[src/rtl/tim_ctr_bank_if.sv]
// Control and status bundle for tim_ctr_bank: run/clear/config inputs and the
// per-channel enable, counter, wrap and match outputs.
interface tim_ctr_bank_if #(
  parameter int C_CH       = 8,
  parameter int C_CTR_W    = 4,
  parameter int C_PERIOD_W = 28,
  parameter int C_PULSE_W  = 8
);
  logic                      CLR_i;
  logic [C_CH-1:0]           RUN_i;
  logic                      SAT_i;
  logic [C_PERIOD_W-1:0]     PERIOD_i;
  logic [C_CH*C_PULSE_W-1:0] PULSE_NS_i;
  logic [C_CH*C_CTR_W-1:0]   INCS_i;
  logic [C_CH-1:0]           EN_CKS_o;
  logic [C_CH*C_CTR_W-1:0]   CTRS_o;
  logic [C_CH-1:0]           WRAP_o;
  logic [C_CH-1:0]           MATCHES_o;

  modport slave (
    input  CLR_i, RUN_i, SAT_i, PERIOD_i, PULSE_NS_i, INCS_i,
    output EN_CKS_o, CTRS_o, WRAP_o, MATCHES_o
  );

  modport master (
    output CLR_i, RUN_i, SAT_i, PERIOD_i, PULSE_NS_i, INCS_i,
    input  EN_CKS_o, CTRS_o, WRAP_o, MATCHES_o
  );
endinterface

[src/rtl/tim_ctr_bank.sv]
// N-channel fractional-rate timer/counter bank with adjacent-channel match flags.
// Define TIM_CTR_BANK_MATCH_STICKY_EN to latch match flags until clear or reset.
module tim_ctr_bank #(
  parameter int C_CH       = 8,
  parameter int C_CTR_W    = 4,
  parameter int C_PERIOD_W = 28,
  parameter int C_PULSE_W  = 8
) (
  input logic           CK_i,
  input logic           XARST_i,
  tim_ctr_bank_if.slave bus
);

  typedef logic [C_PERIOD_W-1:0] acc_t;
  typedef logic [C_CTR_W-1:0]    ctr_t;

  acc_t            acc_q [C_CH];
  acc_t            acc_d [C_CH];
  ctr_t            ctr_q [C_CH];
  ctr_t            ctr_d [C_CH];
  logic [C_CH-1:0] en_ck_q, en_ck_d;
  logic [C_CH-1:0] wrap_q, wrap_d;
  logic [C_CH-1:0] match_q, match_d;
  logic [C_CH*C_CTR_W-1:0] ctrs_flat;

  // Returns {pulse, next_acc}. Comparing acc against (period - pulse) is the same
  // test as acc + pulse >= period but needs no extra carry bit.
  function automatic logic [C_PERIOD_W:0] div_step(input acc_t acc, input acc_t pulse,
                                                   input acc_t period);
    logic [C_PERIOD_W:0] res;
    acc_t                gap;
    gap = period - pulse;
    if (pulse >= period) begin
      res = {1'b1, {C_PERIOD_W{1'b0}}};
    end else if (acc >= gap) begin
      res = {1'b1, acc - gap};
    end else begin
      res = {1'b0, acc + pulse};
    end
    return res;
  endfunction

  // Returns {wrap, next_ctr} for one counted enable in wrap or saturate mode.
  function automatic logic [C_CTR_W:0] ctr_step(input ctr_t ctr, input ctr_t inc,
                                                input logic sat);
    logic [C_CTR_W:0] sum;
    ctr_t             ones;
    ctr_t             nxt;
    logic             wrap;
    ones = '1;
    sum  = {1'b0, ctr} + {1'b0, inc};
    if (sat) begin
      nxt  = sum[C_CTR_W] ? ones : sum[C_CTR_W-1:0];
      wrap = (ctr != ones) && (nxt == ones);
    end else begin
      nxt  = sum[C_CTR_W-1:0];
      wrap = sum[C_CTR_W];
    end
    return {wrap, nxt};
  endfunction

  // Stage 1: divider -> en_ck; stage 2: en_ck -> counter/wrap; stage 3: counter -> match
  always_comb begin
    logic [C_PERIOD_W:0] dstep;
    logic [C_CTR_W:0]    cstep;
    logic                cmp;
    dstep = '0;
    cstep = '0;
    cmp   = 1'b0;
    for (int i = 0; i < C_CH; i++) begin
      acc_d[i]   = acc_q[i];
      en_ck_d[i] = 1'b0;
      ctr_d[i]   = ctr_q[i];
      wrap_d[i]  = 1'b0;
      cmp        = (ctr_q[i] == ctr_q[(i + C_CH - 1) % C_CH]);
`ifdef TIM_CTR_BANK_MATCH_STICKY_EN
      match_d[i] = match_q[i] | cmp;
`else
      match_d[i] = cmp;
`endif
      if (bus.CLR_i) begin
        acc_d[i]   = '0;
        ctr_d[i]   = '0;
        match_d[i] = 1'b0;
      end else begin
        if (bus.RUN_i[i] && (bus.PERIOD_i != '0)) begin
          dstep      = div_step(acc_q[i], acc_t'(bus.PULSE_NS_i[i*C_PULSE_W +: C_PULSE_W]),
                                bus.PERIOD_i);
          en_ck_d[i] = dstep[C_PERIOD_W];
          acc_d[i]   = dstep[C_PERIOD_W-1:0];
        end
        // A registered enable is applied even if RUN has since dropped
        if (en_ck_q[i]) begin
          cstep     = ctr_step(ctr_q[i], bus.INCS_i[i*C_CTR_W +: C_CTR_W], bus.SAT_i);
          ctr_d[i]  = cstep[C_CTR_W-1:0];
          wrap_d[i] = cstep[C_CTR_W];
        end
      end
    end
  end

  always_ff @(posedge CK_i or negedge XARST_i) begin
    if (!XARST_i) begin
      for (int i = 0; i < C_CH; i++) begin
        acc_q[i] <= '0;
        ctr_q[i] <= '0;
      end
      en_ck_q <= '0;
      wrap_q  <= '0;
      match_q <= '0;
    end else begin
      for (int i = 0; i < C_CH; i++) begin
        acc_q[i] <= acc_d[i];
        ctr_q[i] <= ctr_d[i];
      end
      en_ck_q <= en_ck_d;
      wrap_q  <= wrap_d;
      match_q <= match_d;
    end
  end

  always_comb begin
    ctrs_flat = '0;
    for (int i = 0; i < C_CH; i++) begin
      ctrs_flat[i*C_CTR_W +: C_CTR_W] = ctr_q[i];
    end
  end

  assign bus.EN_CKS_o  = en_ck_q;
  assign bus.CTRS_o    = ctrs_flat;
  assign bus.WRAP_o    = wrap_q;
  assign bus.MATCHES_o = match_q;

endmodule
[src/flat_wrapper.sv]
// flat-port wrapper written by rule: the top's interface ports become plain ports
module tim_ctr_bank_flat 
#(
  parameter int C_CH       = 8,
  parameter int C_CTR_W    = 4,
  parameter int C_PERIOD_W = 28,
  parameter int C_PULSE_W  = 8
)
  (CK_i, XARST_i, bus_CLR_i, bus_RUN_i, bus_SAT_i, bus_PERIOD_i, bus_PULSE_NS_i, bus_INCS_i, bus_EN_CKS_o, bus_CTRS_o, bus_WRAP_o, bus_MATCHES_o);
  tim_ctr_bank_if #(.C_CH(C_CH), .C_CTR_W(C_CTR_W), .C_PERIOD_W(C_PERIOD_W), .C_PULSE_W(C_PULSE_W)) bus_i ();
  input logic CK_i;
  input logic XARST_i;
  input wire logic [$bits(bus_i.CLR_i)-1:0] bus_CLR_i;
  input wire logic [$bits(bus_i.RUN_i)-1:0] bus_RUN_i;
  input wire logic [$bits(bus_i.SAT_i)-1:0] bus_SAT_i;
  input wire logic [$bits(bus_i.PERIOD_i)-1:0] bus_PERIOD_i;
  input wire logic [$bits(bus_i.PULSE_NS_i)-1:0] bus_PULSE_NS_i;
  input wire logic [$bits(bus_i.INCS_i)-1:0] bus_INCS_i;
  output wire logic [$bits(bus_i.EN_CKS_o)-1:0] bus_EN_CKS_o;
  output wire logic [$bits(bus_i.CTRS_o)-1:0] bus_CTRS_o;
  output wire logic [$bits(bus_i.WRAP_o)-1:0] bus_WRAP_o;
  output wire logic [$bits(bus_i.MATCHES_o)-1:0] bus_MATCHES_o;
  assign bus_i.CLR_i = bus_CLR_i;
  assign bus_i.RUN_i = bus_RUN_i;
  assign bus_i.SAT_i = bus_SAT_i;
  assign bus_i.PERIOD_i = bus_PERIOD_i;
  assign bus_i.PULSE_NS_i = bus_PULSE_NS_i;
  assign bus_i.INCS_i = bus_INCS_i;
  assign bus_EN_CKS_o = bus_i.EN_CKS_o;
  assign bus_CTRS_o = bus_i.CTRS_o;
  assign bus_WRAP_o = bus_i.WRAP_o;
  assign bus_MATCHES_o = bus_i.MATCHES_o;
  tim_ctr_bank #(.C_CH(C_CH), .C_CTR_W(C_CTR_W), .C_PERIOD_W(C_PERIOD_W), .C_PULSE_W(C_PULSE_W)) u_core (.CK_i(CK_i), .XARST_i(XARST_i), .bus(bus_i));
endmodule
[config.mk]
export PLATFORM = sky130hd
export DESIGN_NAME = tim_ctr_bank_flat
export DESIGN_NICKNAME = d
export VERILOG_FILES = /design/src/rtl/tim_ctr_bank_if.sv /design/src/rtl/tim_ctr_bank.sv /design/src/flat_wrapper.sv
export SDC_FILE = /design/constraint.sdc
export NUM_CORES = 2
export LEC_CHECK = 0
export ABC_AREA = 1
export CORE_ASPECT_RATIO = 0.7
export CORE_MARGIN = 5
export CORE_UTILIZATION = 39
export DETAILED_ROUTE_END_ITERATION = 8
export GPL_TIMING_DRIVEN = 0
export PLACE_DENSITY_LB_ADDON = 0.1
export SLEW_MARGIN = 20
export SYNTH_ARGS = -nofsm -noshare
export SYNTH_HDL_FRONTEND = slang
export SYNTH_SLANG_ARGS = --single-unit
[constraint.sdc]
create_clock -name CK_i -period 2.3 [get_ports CK_i]
set_input_delay 0.46 -clock CK_i [delete_from_list [all_inputs] [get_ports CK_i]]
set_output_delay 0.46 -clock CK_i [all_outputs]
set_load 0.03 [all_outputs]
==> impl_metrics.csv <==
group,metric,value,unit
pwr,p_leak,0.0328,uW
global_routing,gr-total-overflow,0,
route,detail_route.vias_per_cell,5.34,
pwr,p_comb_share,48.7,%
placed_design,placer_s_final_routability_congestion_estimate,0.998,
global_routing,track_usage,31.9,%
worst_setup_path,cp_data_arrival_time,4040,ps
floorplan,ios,192,
sta,timing.max_slew.rel_slack,17.5,%
yosys,netlist_top_cells_area,"sky130_fd_sc_hd__nand2_1 27%, sky130_fd_sc_hd__dfrtp_1 15%, sky130_fd_sc_hd__inv_1 11%",
finish,layout.nets,9581,
placed_design,numPlacedInstances,10200,
route,wl_per_cell,20.3,um
pwr,power.ir.vdd_worst,0.391,mV
global_routing,grt_first_pass_wirelength,313,mm
yosys,postSynthRegisterBits,280,
floorplan,floorplan.initialDensity,39.2,%
clock_tree,ctsHtreeMaxLevel,2,
clock_tree,cts.sinks,280,
route,drt_iter0_markers,6556,
yosys,synth.net_count,9040,
yosys,netlist.area_leader.share,26.9,%
yosys,syn-cell-area,46800,um2
sta,finalSetupViolations,277,
pwr,clock_power_share,28.7,%
status,violations_in_the_final_reports,"negative setup slack",
worst_setup_path,crit_required,2820,ps
placed_design,port-buffer-count,176,
sta,worstMarginPinSlew,1240,ps
worst_setup_path,setup.worst_path.start_class,"input port",
finish,utilization,53.0,%
placed_design,post-dp-hpwl,166,mm
pwr,power_density,378,nW/um2
yosys,synth.largest_area_cell,"sky130_fd_sc_hd__nand2_1",
clock_tree,cts_inserted_buffers,37,
finish,layout_cell_share_with_drive_strength_beyond_1,18.5,%
run,max_cap_violations,0,
finish,final_cell_count_no_fill,10600,
sta,maxSlewViolCount,0,
status,outcome,"complete, but fails checks",
floorplan,floorplan.rows,106,
sta,rsz0062_at_grt,"yes",
clock_tree,cts_root_buffer,"sky130_fd_sc_hd__clkbuf_16",
worst_setup_path,critPathKind,"in2reg",
worst_setup_path,critPathMaxFanout,5,
yosys,synth_cells,8488,
worst_setup_path,endpoint_kind,"flop",
yosys,synth_seq_area_share,15.0,%
sta,post-route-period-util,153,%
clock_tree,tritoncts,"done",
pwr,share_seq_of_total_power,22.7,%
sta,timing.clock.skew,45.2,ps
sta,hold_violations,0,
finish,layout-area-overhead-vs-synth,35.0,%
pwr,internal_power,13300,uW
route,via_count,56700,
sta,timing.final.ws_setup,-1220,ps
clock_tree,clock_pin_transition_on_the_worst_setup_and_hold_timing_paths,70,ps
route,detail_route.drc_violations,0,
yosys,yosys_warnings,0,
yosys,yosysUniqueCellTypes,48,
global_routing,antenna_violations_before_repair,6,
floorplan,design.core.area,119000,um2
pwr,netSwitchingPower,10600,uW
yosys,post_synth.cell_area_avg,5.52,um2
clock_tree,clock_tree.buffer_depth,3,
sta,max_clock_freq,284,MHz
floorplan,dieWidth,424,um
global_routing,first_global_vias,50200,
clock_tree,clk-insertion-delay-late,640,ps
floorplan,floorplan.die.height,300,um
route,ant_nets,0,
sta,finalWorstPathRequiredPeriod,3520,ps
global_routing,grt_start_max_net_pins,86,
pwr,power.switching_fraction,44.3,%
floorplan,die_area,127000,um2
worst_hold_path,hp-class,"in2async",
sta,worst_hold_slack,288,ps
route,wirelength,216,mm
route,drt_first_pass_iters,7,
layout by cell type (no fill, tap or decap), types with 21 or more instances in the layout:
cell,Yosys,final
sky130_fd_sc_hd__nand2_1,3354,3123
sky130_fd_sc_hd__inv_1,1434,1360
sky130_fd_sc_hd__nand3_1,982,773
sky130_fd_sc_hd__nor2_1,754,607
sky130_fd_sc_hd__dfrtp_1,280,280
sky130_fd_sc_hd__buf_4,15,256
sky130_fd_sc_hd__ha_1,384,218
sky130_fd_sc_hd__xnor2_1,203,187
sky130_fd_sc_hd__nand2_2,2,178
sky130_fd_sc_hd__ha_4,0,149
sky130_fd_sc_hd__nand3_2,4,144
sky130_fd_sc_hd__a21oi_1,193,126
sky130_fd_sc_hd__nand4_1,115,115
sky130_fd_sc_hd__xor2_1,171,103
sky130_fd_sc_hd__nor2_4,19,97
sky130_fd_sc_hd__clkdlybuf4s50_1,0,97
sky130_fd_sc_hd__nand3b_1,89,89
sky130_fd_sc_hd__inv_2,17,78
sky130_fd_sc_hd__nor2_2,8,77
sky130_fd_sc_hd__nand3_4,0,69
sky130_fd_sc_hd__buf_6,11,59
sky130_fd_sc_hd__nand2_4,1,56
sky130_fd_sc_hd__clkbuf_16,0,56
sky130_fd_sc_hd__o21ai_0,88,44
sky130_fd_sc_hd__xor2_4,0,42
sky130_fd_sc_hd__a21oi_2,1,40
sky130_fd_sc_hd__o22ai_1,39,39
sky130_fd_sc_hd__buf_8,0,33
sky130_fd_sc_hd__buf_12,0,33
sky130_fd_sc_hd__nor3_1,49,33
sky130_fd_sc_hd__buf_2,29,32
sky130_fd_sc_hd__dlygate4sd2_1,0,29
sky130_fd_sc_hd__a21oi_4,0,28
sky130_fd_sc_hd__xor2_2,0,26
sky130_fd_sc_hd__fa_1,32,24
sky130_fd_sc_hd__o21ai_1,7,22
sky130_fd_sc_hd__clkbuf_8,0,21
through the flow:
step	cell area (um2)	setup WS (ps)	TNS [ps]	power (uW)
after floorplan	47400	-1050	-235250	12000
after global placement	51200	-12900	-4728590	15000
after detailed placement	51200	-3930	-840300	15000
after CTS	59500	-1040	-223160	23000
after global routing	63200	-1260	-271090	25200
final	63200	-1220	-250960	23900
worst paths after layout:
path / to / slack, ps / startpoint / cells after the start
min reg2reg: u_core.acc_q[140]$_DFFE_PN0P_ / 520 / u_core.acc_q[140]$_DFFE_PN0P_ / 2
max: u_core.acc_q[91]$_DFFE_PN0P_ / -1220 / bus_PERIOD_i[1] / 23
min: u_core.acc_q[199]$_DFFE_PN0P_ / 290 / XARST_i / 2
max in group asynchronous: u_core.acc_q[194]$_DFFE_PN0P_ / 630 / XARST_i / 4
min in group CK_i: u_core.acc_q[84]$_DFFE_PN0P_ / 320 / bus_PULSE_NS_i[32] / 4
max reg2reg: u_core.acc_q[27]$_DFFE_PN0P_ / -540 / u_core.acc_q[0]$_DFFE_PN0P_ / 16
routing by layer:
| metal | vias to the layer above | global-route usage, % | wire length [um] |
|---|---|---|---|
| li1 | 27600 | - | - |
| met5 | - | 0 | 26 |
| met4 | 4 | 9.55 | 7980 |
| met1 | 26200 | 49.2 | 101000 |
| met2 | 2581 | 43.9 | 83300 |
| met3 | 382 | 6.74 | 23300 |
final cells by class:
class	instances	area (um2)
Antenna cell	5	12.5
Timing Repair Buffer	501	4970
Clock buffer	47	1030
Buffer	119	1360
Clock inverter	19	317
Multi-Input combinational cell	6634	41000
Fill cell	12100	56200
Sequential cell	280	7010
Inverter	1455	5530
Tap cell	1566	1960
Timing Repair inverter	1	8.76
Yosys cell counts (all sizes together):
cell type and instances:
xor2 171, a221oi 12, fa 32, nand3b 89, o2111ai 6, buf 57, nor2 782, nand2 3357
clkinv 4, or2 15, nand3 986, o31ai 7, clkbuf 62, a21oi 194, dfrtp 280, ha 384
a2111oi 2, a22oi 2, o22ai 39, a31oi 9, nor3 50, o21ai 95, a21o 8, and2 22
inv 1451, o21a 2, nor4 14, xnor2 203, nor3b 5, a21boi 9, o221ai 3, nand4 115
o21bai 21
worst max-delay path: stages:
cell	delay, ps
sky130_fd_sc_hd__buf_16	120
sky130_fd_sc_hd__clkinvlp_4	140
sky130_fd_sc_hd__buf_12	180
sky130_fd_sc_hd__fa_2	380
sky130_fd_sc_hd__o21ai_4	180
sky130_fd_sc_hd__nand2_2	90
sky130_fd_sc_hd__nand3_4	170
sky130_fd_sc_hd__nor2_4	50
sky130_fd_sc_hd__buf_4	170
sky130_fd_sc_hd__nand2_2	90
sky130_fd_sc_hd__xor2_2	180
sky130_fd_sc_hd__ha_2	330
sky130_fd_sc_hd__nand2_2	100
sky130_fd_sc_hd__nor2_4	70
sky130_fd_sc_hd__nand2_1	70
sky130_fd_sc_hd__nor2_2	50
sky130_fd_sc_hd__nand2_1	130
sky130_fd_sc_hd__nand4_1	230
sky130_fd_sc_hd__nor2_4	320
sky130_fd_sc_hd__clkbuf_8	240
sky130_fd_sc_hd__nand3_1	110
sky130_fd_sc_hd__nand3_1	100
sky130_fd_sc_hd__nand2_1	50
power groups by stage:
stage	registers, uW	logic [uW]	clock network, uW
finish	5420	11600	6860
floorplan	5390	6640	0
CTS	5410	10700	6930
global route	5430	12600	7140
detailed placement	5500	9520	0
global placement	5510	9450	0
sequential cells by signal (all words and copies together), names as in the netlist:
name / cells
u_core.bus.MATCHES_o: 8
u_core.bus.WRAP_o: 8
u_core.bus.CTRS_o: 32
u_core.acc_q: 224
u_core.bus.EN_CKS_o: 8
cell families after synthesis:
group / after synthesis / share of synthesized area (%)
AND/OR/NAND/NOR: 5435 / 48.5
buffers and inverters: 1574 / 13.0
adder cells (fa/ha/maj): 416 / 11.6
AO/OA/AOI/OAI: 409 / 4.95
XOR/XNOR: 374 / 7.00
flip-flops: 280 / 15.0
repair_timing:
item,4_1_cts,5_1_grt
setup buffers,186,111
pin swaps,236,288
gates cloned,20,9
resized for setup,1111,654
endpoints found under the hold margin,29,0
endpoints found under the setup margin,283,292
hold buffers,1,0
No activity file was read; power rests on OpenSTA's default activity.
